==> src/rtl/note_pkg.sv <==
// rtl/note_pkg.sv - shared constants and state type for the note scheduler
package note_pkg;

    localparam int NOTE_W      = 6;
    localparam int DUR_W       = 6;
    localparam int REST_NOTE   = 0;
    localparam int MAX_PLAYERS = 8;

    typedef enum logic [1:0] {
        IDLE     = 2'd0,
        DISPATCH = 2'd1,
        WAIT     = 2'd2
    } sched_state_t;

endpackage

==> src/rtl/free_player_picker.sv <==
// rtl/free_player_picker.sv - chooses the lowest free player, or the steal victim when all are busy
module free_player_picker #(
    parameter int NUM_PLAYERS = 3,
    parameter int PTR_W       = 2
)(
    input  logic [NUM_PLAYERS-1:0] busy,
    input  logic [PTR_W-1:0]       steal_ptr,
    output logic [NUM_PLAYERS-1:0] target,
    output logic                   steal
);

    // Scan from the top down so the lowest free index wins; fall back to steal_ptr.
    always_comb begin
        target = '0;
        steal  = 1'b1;
        for (int i = NUM_PLAYERS - 1; i >= 0; i--) begin
            if (!busy[i]) begin
                target    = '0;
                target[i] = 1'b1;
                steal     = 1'b0;
            end
        end
        if (steal) begin
            target = NUM_PLAYERS'(1) << steal_ptr;
        end
    end

endmodule

==> src/rtl/note_scheduler.sv <==
// rtl/note_scheduler.sv - dispatches song events onto parallel note players with beat-based holds
module note_scheduler #(
    parameter int NUM_PLAYERS = 3,
    parameter int NOTE_W      = note_pkg::NOTE_W,
    parameter int DUR_W       = note_pkg::DUR_W
)(
    input  logic                   clk,
    input  logic                   reset,
    input  logic                   play_enable,
    input  logic                   beat,
    input  logic                   ev_valid,
    output logic                   ev_ready,
    input  logic [NOTE_W-1:0]      ev_note,
    input  logic [DUR_W-1:0]       ev_duration,
    input  logic                   ev_advance,
    input  logic [NUM_PLAYERS-1:0] done_with_note,
    output logic [NUM_PLAYERS-1:0] load_new_note,
    output logic [NOTE_W-1:0]      note_to_load,
    output logic [DUR_W-1:0]       duration_to_load,
    output logic [NUM_PLAYERS-1:0] players_busy,
    output logic                   all_idle
);

    import note_pkg::*;

    localparam int PTR_W = (NUM_PLAYERS > 1) ? $clog2(NUM_PLAYERS) : 1;

    sched_state_t             state;
    sched_state_t             state_next;
    logic [DUR_W-1:0]         wait_cnt;
    logic [PTR_W-1:0]         steal_ptr;
    logic [NUM_PLAYERS-1:0]   target;
    logic                     steal;
    logic                     accept;
    logic                     do_load;
    logic                     wait_tick;

    free_player_picker #(
        .NUM_PLAYERS (NUM_PLAYERS),
        .PTR_W       (PTR_W)
    ) u_picker (
        .busy      (players_busy),
        .steal_ptr (steal_ptr),
        .target    (target),
        .steal     (steal)
    );

    // Handshake and the qualified beat; reset gating keeps ready/idle low while reset is held.
    assign ev_ready  = play_enable && (state == IDLE) && !reset;
    assign accept    = ev_valid && ev_ready;
    assign do_load   = accept && (ev_note != NOTE_W'(REST_NOTE));
    assign wait_tick = (state == WAIT) && beat && play_enable;
    assign all_idle  = (state == IDLE) && (players_busy == '0) && !reset;

    // State register.
    always_ff @(posedge clk or posedge reset) begin
        if (reset) begin
            state <= IDLE;
        end else begin
            state <= state_next;
        end
    end

    // Next-state: a DISPATCH always lasts one cycle; WAIT ends on the beat that empties wait_cnt.
    always_comb begin
        state_next = state;
        case (state)
            IDLE: begin
                if (accept) begin
                    state_next = DISPATCH;
                end
            end
            DISPATCH: begin
                state_next = (wait_cnt != '0) ? WAIT : IDLE;
            end
            WAIT: begin
                if (wait_tick && (wait_cnt == DUR_W'(1))) begin
                    state_next = IDLE;
                end
            end
            default: begin
                state_next = IDLE;
            end
        endcase
    end

    // Hold counter: loaded on accept, counts qualified beats down while waiting.
    always_ff @(posedge clk or posedge reset) begin
        if (reset) begin
            wait_cnt <= '0;
        end else if (accept) begin
            wait_cnt <= ev_advance ? ev_duration : '0;
        end else if (wait_tick && (wait_cnt != '0)) begin
            wait_cnt <= wait_cnt - DUR_W'(1);
        end
    end

    // One-cycle load pulse plus the broadcast note/duration captured with it.
    always_ff @(posedge clk or posedge reset) begin
        if (reset) begin
            load_new_note    <= '0;
            note_to_load     <= '0;
            duration_to_load <= '0;
        end else begin
            load_new_note <= do_load ? target : '0;
            if (do_load) begin
                note_to_load     <= ev_note;
                duration_to_load <= ev_duration;
            end
        end
    end

    // Busy tracking: a load (being accepted or pulsing now) overrides a done strobe to the same player.
    always_ff @(posedge clk or posedge reset) begin
        if (reset) begin
            players_busy <= '0;
        end else begin
            players_busy <= (players_busy & ~done_with_note) | load_new_note
                            | (do_load ? target : '0);
        end
    end

    // Round-robin steal victim, advanced only when a steal actually happens.
    always_ff @(posedge clk or posedge reset) begin
        if (reset) begin
            steal_ptr <= '0;
        end else if (do_load && steal) begin
            if (steal_ptr == PTR_W'(NUM_PLAYERS - 1)) begin
                steal_ptr <= '0;
            end else begin
                steal_ptr <= steal_ptr + PTR_W'(1);
            end
        end
    end

endmodule

==> config.mk <==
export PLATFORM = sky130hd
export DESIGN_NAME = note_scheduler
export DESIGN_NICKNAME = d
export VERILOG_FILES = /design/src/rtl/note_pkg.sv /design/src/rtl/free_player_picker.sv /design/src/rtl/note_scheduler.sv
export SDC_FILE = /design/constraint.sdc
export NUM_CORES = 1
export LEC_CHECK = 0
export CAP_MARGIN = 20
export CORE_MARGIN = 2
export CORE_UTILIZATION = 43
export CTS_BUF_LIST = sky130_fd_sc_hd__clkbuf_4
export DETAILED_ROUTE_END_ITERATION = 8
export PLACE_DENSITY = 0.75
export SLEW_MARGIN = 0
export SYNTH_ARGS = -nofsm -noshare
export SYNTH_HDL_FRONTEND = slang
export SYNTH_SLANG_ARGS = --single-unit
==> constraint.sdc <==
create_clock -name clk -period 1.5 [get_ports clk]
set_input_delay 0.15 -clock clk [delete_from_list [all_inputs] [get_ports clk]]
set_output_delay 0.15 -clock clk [all_outputs]
set_load 0.01 [all_outputs]
* Word level (Yosys, flattened, before mapping)
Index checks and enable logic that the tools add are counted.
Storage, ports and cells: bits in registers 28, bits of input ports 21, output and inout bits 20, word-level logic and storage cells 54
Cells by class: add/subtract/negate cells 2, equal/unequal tests 6, shifts and indexed selects 1, mux-type cells 16, bitwise gates (word level) 4, reductions and logical operators 18
Operators with widths (number):
- two-way mux 6 bit | 3
- two-way mux 3 bit | 5
- nonzero test 6 bit | 2
- logical AND 1 bit | 11
- two-way mux 2 bit | 4
- == test 6 x 1 -> 1 bit (second input constant) | 1
- bitwise OR 3 bit | 2
- one-hot mux 2 bit (3 select lines) | 1
- subtractor 6 x 1 -> 6 bit (second input constant) | 1
- == test 2 bit (second input constant) | 2
- bitwise AND 3 bit | 1
- logical NOT 3 bit | 1
- two-way mux 1 bit | 3
- inverter 3 bit | 1
- << shifter 1 x 2 -> 3 bit (first input constant) | 1
- adder 2 x 1 -> 2 bit (second input constant) | 1
- == test 2 x 1 -> 1 bit (second input constant) | 1
- logical NOT 2 bit | 1
- inequality test 2 x 1 -> 1 bit (second input constant) | 1
- inequality test 2 bit (second input constant) | 1
- AND reduction 2 bit | 1
- nonzero test 2 bit | 1
- logical NOT 1 bit | 1

* Depth between registers and ports, before layout
Gate-level depths: netlist of run 1.
word-level depth 7, gate-level depth with buffers 6, mapped depth without buffers 6

* Hierarchy
Synthesis of run 1 repeated with hierarchy kept, for this count alone.
Unflattened totals: cell total of the unflattened synthesis 122, area, all modules 1397.6 µm²
Modules (own cells, without submodules):
- note_scheduler | times used 1, cells each 114, area an instance 1346.3 µm², seq. area each 700.7 µm²
- free_player_picker | times used 1, cells each 8, area an instance 51.3 µm², seq. area each 0.0 µm²

* Worst setup path after synthesis of run 1
Ideal clock, no wire load.
kind register to register, from register state[1], to register steal_ptr[0], setup time 125 ps, arrival time 1716 ps, slack -341 ps, cell stages (with the launch flop) 5, buffers on the path 0, period minus slack after synthesis 1841 ps, cells stage by stage dfrtp_1 -> nor4b_2 -> o311ai_4 -> nor2_2 -> mux2_2
On the way: cells in the longest elaborated chain, start to end 6
RTL lines:
- start, declared | line note_scheduler.sv:28 | sched_state_t state;
- start signal, assigned | line note_scheduler.sv:60 | state <= state_next;
- logical NOT 2 bit | line note_scheduler.sv:49 | assign ev_ready = play_enable && (state == IDLE) && !reset;
- logical AND 1 bit (2 in series) | line note_scheduler.sv:49
- via ev_ready | line note_scheduler.sv:12 | output logic ev_ready,
- logical AND 1 bit | line note_scheduler.sv:50 | assign accept = ev_valid && ev_ready;
- logical AND 1 bit | line note_scheduler.sv:51 | assign do_load = accept && (ev_note != NOTE_W'(REST_NOTE));
- logical AND 1 bit | line note_scheduler.sv:127 | end else if (do_load && steal) begin
- end signal, assigned | line note_scheduler.sv:131 | steal_ptr <= steal_ptr + PTR_W'(1);
- end, declared | line note_scheduler.sv:31 | logic [PTR_W-1:0] steal_ptr;
The timed path passes the listed nets, and every way through them passes these cells. A chain may end at the register's enable or synchronous reset.

* Worst setup path in the final report of run 1
from register state[0], to register steal_ptr[1]
On the way: cells in the longest elaborated chain, start to end 6
RTL lines (line):
- logical NOT 2 bit | note_scheduler.sv:49
- logical AND 1 bit (2 in series) | note_scheduler.sv:49
- logical AND 1 bit | note_scheduler.sv:50
- logical AND 1 bit | note_scheduler.sv:51
- logical AND 1 bit | note_scheduler.sv:127
Every way passes these cells.

==> impl_results.md, run 1 <==
- Status: complete, but fails checks
- Failing checks: setup timing
- Cell family with most CP delay: simple AND/OR/NAND/NOR gates
- EDFF count, synth: 0
- First-pass GRT wire length: roughly 6200 um
- CTS tree: done
- Crit share post-route: 123%
- Final setup fails: 29
- Synth Area per Inst: around 11 um^2
- Leading post-synthesis cells by cell area: dfrtp_1, mux2_2, nand2_1
- Post-Syn Area: about 0.0013 mm^2
- Compound-cell area share of the yosys netlist: around 14%
- Post-route ant nets: 0
- Via count of the first global-routing pass: 1,327
- Crit path buf inv count: 2
- Peak VDD IR: about 1.1 mV
- Ys Warns: 0
- Slowest CP cell: dfrtp_1
- Fillers: approximately 180
- Multiplexer share of the synthesized area: under 10%
- Synth Area in Simple Gates: between 10% and 20%
- Final Util: 79.5%
- Die height: ~59 um
- Post-detail-place hpwl: about 2500 um
- Maximum fanout along the worst path: 5
- CP required: around 1700 ps
- Lkg Pwr: 1.02 nW
- Cells after synthesis: 120
- Prevailing post-synth register cell: dfrtp_1
- CP arrival: roughly 2100 ps
- Clk_skew: approximately 4.6 ps
- H-tree depth: 1
- Die X: 59.0 um
- # hold bufs at CTS: 0
- Area after DPL: roughly 0.0019 mm^2
- Starting density of the core: a little under half
- Storage cell area: 701 um^2
- Worst R2R Setup Slack: -340 ps
- Vias per Instance: roughly 5.5
- Die footprint: 0.00348 mm^2
- Core area: about 0.0028 mm^2
- Final WS setup: -344 ps
- 1st-pass router iterations: 4
- Largest net degree at the start of global routing: 24
- Top-count cell post-synth: dfrtp_1
- Synth Register Bits: 28
- Clock latency at the later pin of the worst-skew pair: 340 ps
- Crit Path Category: reg2reg
- Sink Count: 28
- Number of antenna violations at the first check in global routing: 0
- Area leader, netlist: dfrtp_1
- Synth cell types: 31
- Placement Rows: 19
- Post-synthesis xor/xnor area fraction: 2.02%
- Design area: between 0.002 and 0.0025 mm^2
- Max_cap viols: 0
- PortBufs: 40
- Final hold vios: 0
- Highest clock rate: 542 MHz
- Worst setup SP type: register
- Clock Tree Root: clkbuf_4
- Power per cell area: around 1500 mW/mm^2
- Clock tree buffer depth: 2
- RSZ-0062 raised after global routing: true
- Layout cells sized above 1: around two fifths
- Clock Pin Slew Worst Setup and Hold Paths: 150 ps
- DR WL/cell: about 18 um
- Worst rel slew slack: approximately three quarters
- Share of the synthesized area in the top cell type: 53.9%
- Number of diodes: 0
- # IOs: just over 40
- WL final: 4240 um
- Synth Area in Adders: slightly below 3%
- Type of the worst min-delay path: in2async
- Drt initial violations: 75
- Area occupied by multi-input gates: roughly 700 um^2
- Async set-reset flop share out of synthesis: 100%
- Register area share after synthesis: around 54%
- CTS buffer count: 3
- Crit path largest cell delay: roughly 420 ps
- GRT overflow: 0
- Top cells by count, synth: dfrtp_1, nand2_1, inv_1, nand3_1, mux2_2
- Crit path time final: ~1800 ps
- Count of pins over their slew limit: 0
- Fin nets: between 200 and 250
- Total Routing Usage GR: 24.0%
- Least-Margin Pin Slew: just over 400 ps
- Routability cong.: approximately 0.87
- Largest family of logic cells by synthesized area: simple AND/OR/NAND/NOR gates
- Worst setup EP type: register
- Cells along the critical path: buf_6 > nor4b_4 > o311ai_4 > buf_12 > nor2_4 > mux2_4
- Syn Nets: 144
- Layout area overhead: 71.8%
- DRC viols: 0
- Via count: 1,269
-- layer usage --
layer  part of all wire [%]  vias to the layer above  track usage, %
met5                      0                        -               0
met4                    1.8                        0            11.0
met3                    3.5                        8            2.86
met2                     53                       34            40.6
met1                     42                      643            30.7
li1                       -                      584               -
-- worst reg2reg max path, stage by stage (launching register included) --
cell      delay [ps]
dfrtp_1          420
buf_6            130
nor4b_4          410
o311ai_4         180
buf_12           170
nor2_4           130
mux2_4           310
-- registers in the layout, summed over array words and instances (netlist names) --
| name | cells |
|---|---|
| wait_cnt | 6 |
| players_busy | 3 |
| load_new_note | 3 |
| note_to_load | 6 |
| steal_ptr | 2 |
| state | 2 |
| duration_to_load | 6 |
-- report_power, final --
part	total (W)	internal [W]	switching, W	leakage, nW
logic	0.00171	0.000978	0.000729	0.645
clock network	0.000332	0.0000981	0.000234	0.0154
registers	0.00122	0.00102	0.000198	0.356
-- cells by family after synthesis --
logic type,Yosys count
buffers and inverters,11
adder cells (fa/ha/maj),3
flip-flops,28
AO/OA/AOI/OAI,25
multiplexers,8
XOR/XNOR,3
AND/OR/NAND/NOR,42
-- placed cells by master, fill, tap and decap left out, types with 4 or more instances in the layout --
master,instances
clkdlybuf4s50_1,33
dfrtp_1,28
buf_4,23
buf_6,11
nand2_1,10
nand3_1,7
mux2_2,6
inv_1,6
a21oi_1,5
nand2_2,5
dlygate4sd2_1,4
-- repair_timing --
item | 4_1_cts | 5_1_grt
pin swaps | 16 | 13
buffers inserted | 11 | 7
setup endpoints to repair | 31 | 29
gates resized for setup | 42 | 23
-- final cells by class --
type | instances | share of cell area (%)
clock inverter | 1 | 0.168
inverter | 9 | 1.74
sequential | 28 | 31.4
tap | 31 | 1.74
clock buffer | 3 | 1.01
timing repair buffer | 76 | 32.9
multi-input combinational | 81 | 31.0
-- per-stage QoR --
| step | power, W | hold WS [ps] | setup slack (ps) | cells | setup TNS (ps) |
|---|---|---|---|---|---|
| after global routing | 0.00344 | 148 | -411 | 229 | -8610 |
| after floorplan | 0.00179 | 215 | -152 | 120 | -1150 |
| final | 0.00325 | 128 | -344 | 229 | -7100 |
| after detailed placement | 0.00258 | 461 | -552 | 210 | -11450 |
| after global placement | 0.00252 | 450 | -493 | 210 | -10040 |
| after CTS | 0.00311 | 127 | -277 | 225 | -4700 |
-- final timing paths --
| path | cells after the start | endpoint | start |
|---|---|---|---|
| hold reg to reg | 1 | players_busy[0] | load_new_note[0] |
| setup reg to reg | 6 | steal_ptr[1] | state[0] |
| hold / removal | 2 | steal_ptr[0] | reset |
| setup / recovery | 6 | steal_ptr[1] | state[0] |
| min in group clk | 2 | note_to_load[1] | ev_note[1] |
| max in group asynchronous | 3 | note_to_load[5] | reset |
(Power assumes the default switching activity.)
==> run 2, diff against run 1 <==
- ABC_AREA: not set -> 1
- CORE_UTILIZATION: 43 -> 44
==> run 2 against run 1 <==
Net effect: the flow now finishes without violations; combinational power decreased by 95%; first-iteration DRC count decreased by 49%; synthesized cell count grew 61%; global-route usage shrank 6.0 points.
==> impl_results.md, run 2 <==
- Status: completed
- Min Hold Slack: between 200 and 250 ps
- Layout area overhead: 38.4%
- Clock Pin Slew Worst Setup and Hold Paths: approximately 160 ps
- Core area: slightly above 0.003 mm^2
- Worst R2R Setup Slack: ~150 ps
- Crit share post-route: between 90% and 100%
- GRT overflow: 0
- Clock tree buffer depth: 2
- Die height: roughly 61 um
- Register area share after synthesis: 48.5%
- Largest family of logic cells by synthesized area: simple AND/OR/NAND/NOR gates
- Synth Area in Adders: 2.60%
- Count of pins over their slew limit: 0
- # IOs: 41
- Routing usage on met1: a little under a quarter
- Area leader, netlist: dfrtp_1
- Synth Area per Inst: about 7.5 um^2
- Post-Syn Area: 0.00144 mm^2
- First-pass GRT wire length: around 5000 um
- Top cells by count, synth: nand2_1, dfrtp_1, inv_1
- Largest registers: duration_to_load: 6 flops, note_to_load: 6 flops, wait_cnt: 6 flops
- Compound-cell area share of the yosys netlist: 3.12%
- Cells after synthesis: roughly 190
- Routability cong.: roughly 0.8
- Most frequent cells in the layout: nand2_1, clkdlybuf4s50_1, dfrtp_1
- Synth Area in Simple Gates: a little over a third
- Crit path time final: about 1400 ps
- Most common cell after layout, fill and taps aside: nand2_1
- Highest clock rate: approximately 700 MHz
- Ys Warns: 0
- Starting density of the core: about 47%
- Number of antenna violations at the first check in global routing: 0
- Via count of the first global-routing pass: around 1,200
- H-tree depth: 1
- CP arrival: ~1300 ps
- Final hold vios: 0
- Via count: 1,332
- R2R Path End: wait_cnt[0]
- Drt initial violations: 38
- Placement Rows: 20
- Share of the synthesized area in the top cell type: a little under 50%
- Critical Path End: ev_ready
- Clk_skew: between 10 and 15 ps
- Worst r2r src: wait_cnt[0]
- Sink Count: 28
- Worst setup EP type: output port
- Synth Register Bits: 28
- Maximum fanout along the worst path: 3
- Post-route ant nets: 0
- DR WL/cell: around 11 um
- Max_cap viols: 0
- Post-synthesis xor/xnor area fraction: less than 1%
- CTS buffer count: 3
- Prevailing post-synth register cell: dfrtp_1
- Power per cell area: ~670 mW/mm^2
- Async set-reset flop share out of synthesis: between 90% and 100%
- GR peak layer: met2
- Least-Margin Pin Slew: about 360 ps
- Top-count cell post-synth: nand2_1
- Synth cell types: 22
- Die X: between 60 and 70 um
- 1st-pass router iterations: 4
- CTS tree: done
- Crit Path Category: reg2out
- Die footprint: 0.00376 mm^2
- Clock latency at the later pin of the worst-skew pair: between 300 and 400 ps
- EDFF count, synth: 0
- Clock Tree Root: clkbuf_4
- Worst setup SP type: register
- Total Routing Usage GR: between 10% and 20%
- Vias per Instance: between 4 and 5
- Met3 usage: under 10%
- Syn Nets: 217
- Number of diodes: 0
- Lkg Pwr: around 1.1 nW
- Worst rel slew slack: approximately three quarters
- Largest net degree at the start of global routing: 29
- Type of the worst min-delay path: in2async
- Layout cells sized above 1: 10.6%
- Setup crit start: state[1]
- DRC viols: 0
- Leading post-synthesis cells by cell area: dfrtp_1, nand2_1, inv_1
- WL final: about 3000 um
- PortBufs: 40
- Final Util: between 60 and 70%
- CP required: around 1400 ps
- Fin nets: 270
- Peak VDD IR: roughly 0.49 mV
- Met2 Resource Use GR: 28.6%
- Multiplexer share of the synthesized area: 0%
- Reg2Reg Depth: 8
- Post-detail-place hpwl: around 2300 um
- Final setup fails: 0
## run 2: changes by cell type in the layout (fill, tap and decap cells not counted), sizes merged, moves of 5 or more
cell	previous run	this run
buf	38	13
inv	9	23
mux2	8	0
nand2	17	91
nand3	9	14
nor2	4	14
## run 2: logic make-up after synthesis
group | count (synthesis)
buffers and inverters | 28
adder cells (fa/ha/maj) | 3
XOR/XNOR | 1
flip-flops | 28
AND/OR/NAND/NOR | 124
AO/OA/AOI/OAI | 9
## run 2: routing by layer
metal | part of all wire, % | up-vias
met5 | 0 | -
met4 | 1.8 | 0
met3 | 6.2 | 6
met2 | 43 | 35
met1 | 49 | 599
li1 | - | 692
## run 2: area by class of cell
type                       count  area (um^2)
inverter                      24         93.8
multi-input combinational    137          612
sequential                    28          701
tap                           44         55.1
clock buffer                   3         22.5
timing repair buffer          52          484
clock inverter                 1         30.0
fill                         284         1080
## run 2: worst min path at each step
stage                     start                  end  slack, ps  cells after the start
6_report                  reset      note_to_load[5]        250                      3
5_1_grt                   reset          wait_cnt[5]        260                      3
4_1_cts                   reset          wait_cnt[5]        250                      3
3_5_place_dp   load_new_note[2]      players_busy[2]        460                      2
3_3_place_gp   load_new_note[2]      players_busy[2]        460                      2
2_1_floorplan             reset  duration_to_load[0]        220                      1
## run 2: timing repair
item | CTS | global route
hold buffers | 0 | 0
hold endpoints to repair | 0 | 0
buffers inserted | 2 | 1
resized for setup | 7 | 1
setup endpoints to repair | 4 | 3
pin swaps | 1 | 1
cloned | 0 | 0
## run 2: metrics by stage
stage	worst slack (ps)	setup TNS (ps)	total power [W]	instance area [um^2]	cells
floorplan	165	0	0.000792	1440	193
global placement	-77.6	-150	0.000860	1930	282
detailed placement	-94.0	-169	0.000860	1930	282
CTS	2.36	0	0.00136	1990	288
global route	-12.3	-18.7	0.00139	2000	289
finish	67.4	0	0.00134	2000	289
## run 2: critical path, stage by stage (launching register included)
cell	delay (ps)
dfrtp_1	450
nor2_4	150
nand2_1	70
inv_1	40
dlygate4sd2_1	250
## run 2: where the power goes
part | internal, W | switching [W]
registers | 0.000755 | 0.0000000000000000000268
clock network | 0.000270 | 0.000223
logic | 0.0000526 | 0.0000368
==> run 3, diff against run 2 <==
- ABC_AREA: 1 -> 0
- CORE_UTILIZATION: 44 -> 43
==> results of run 3 <==
The final DEF is identical to that of run 1; final timing and power are the same.
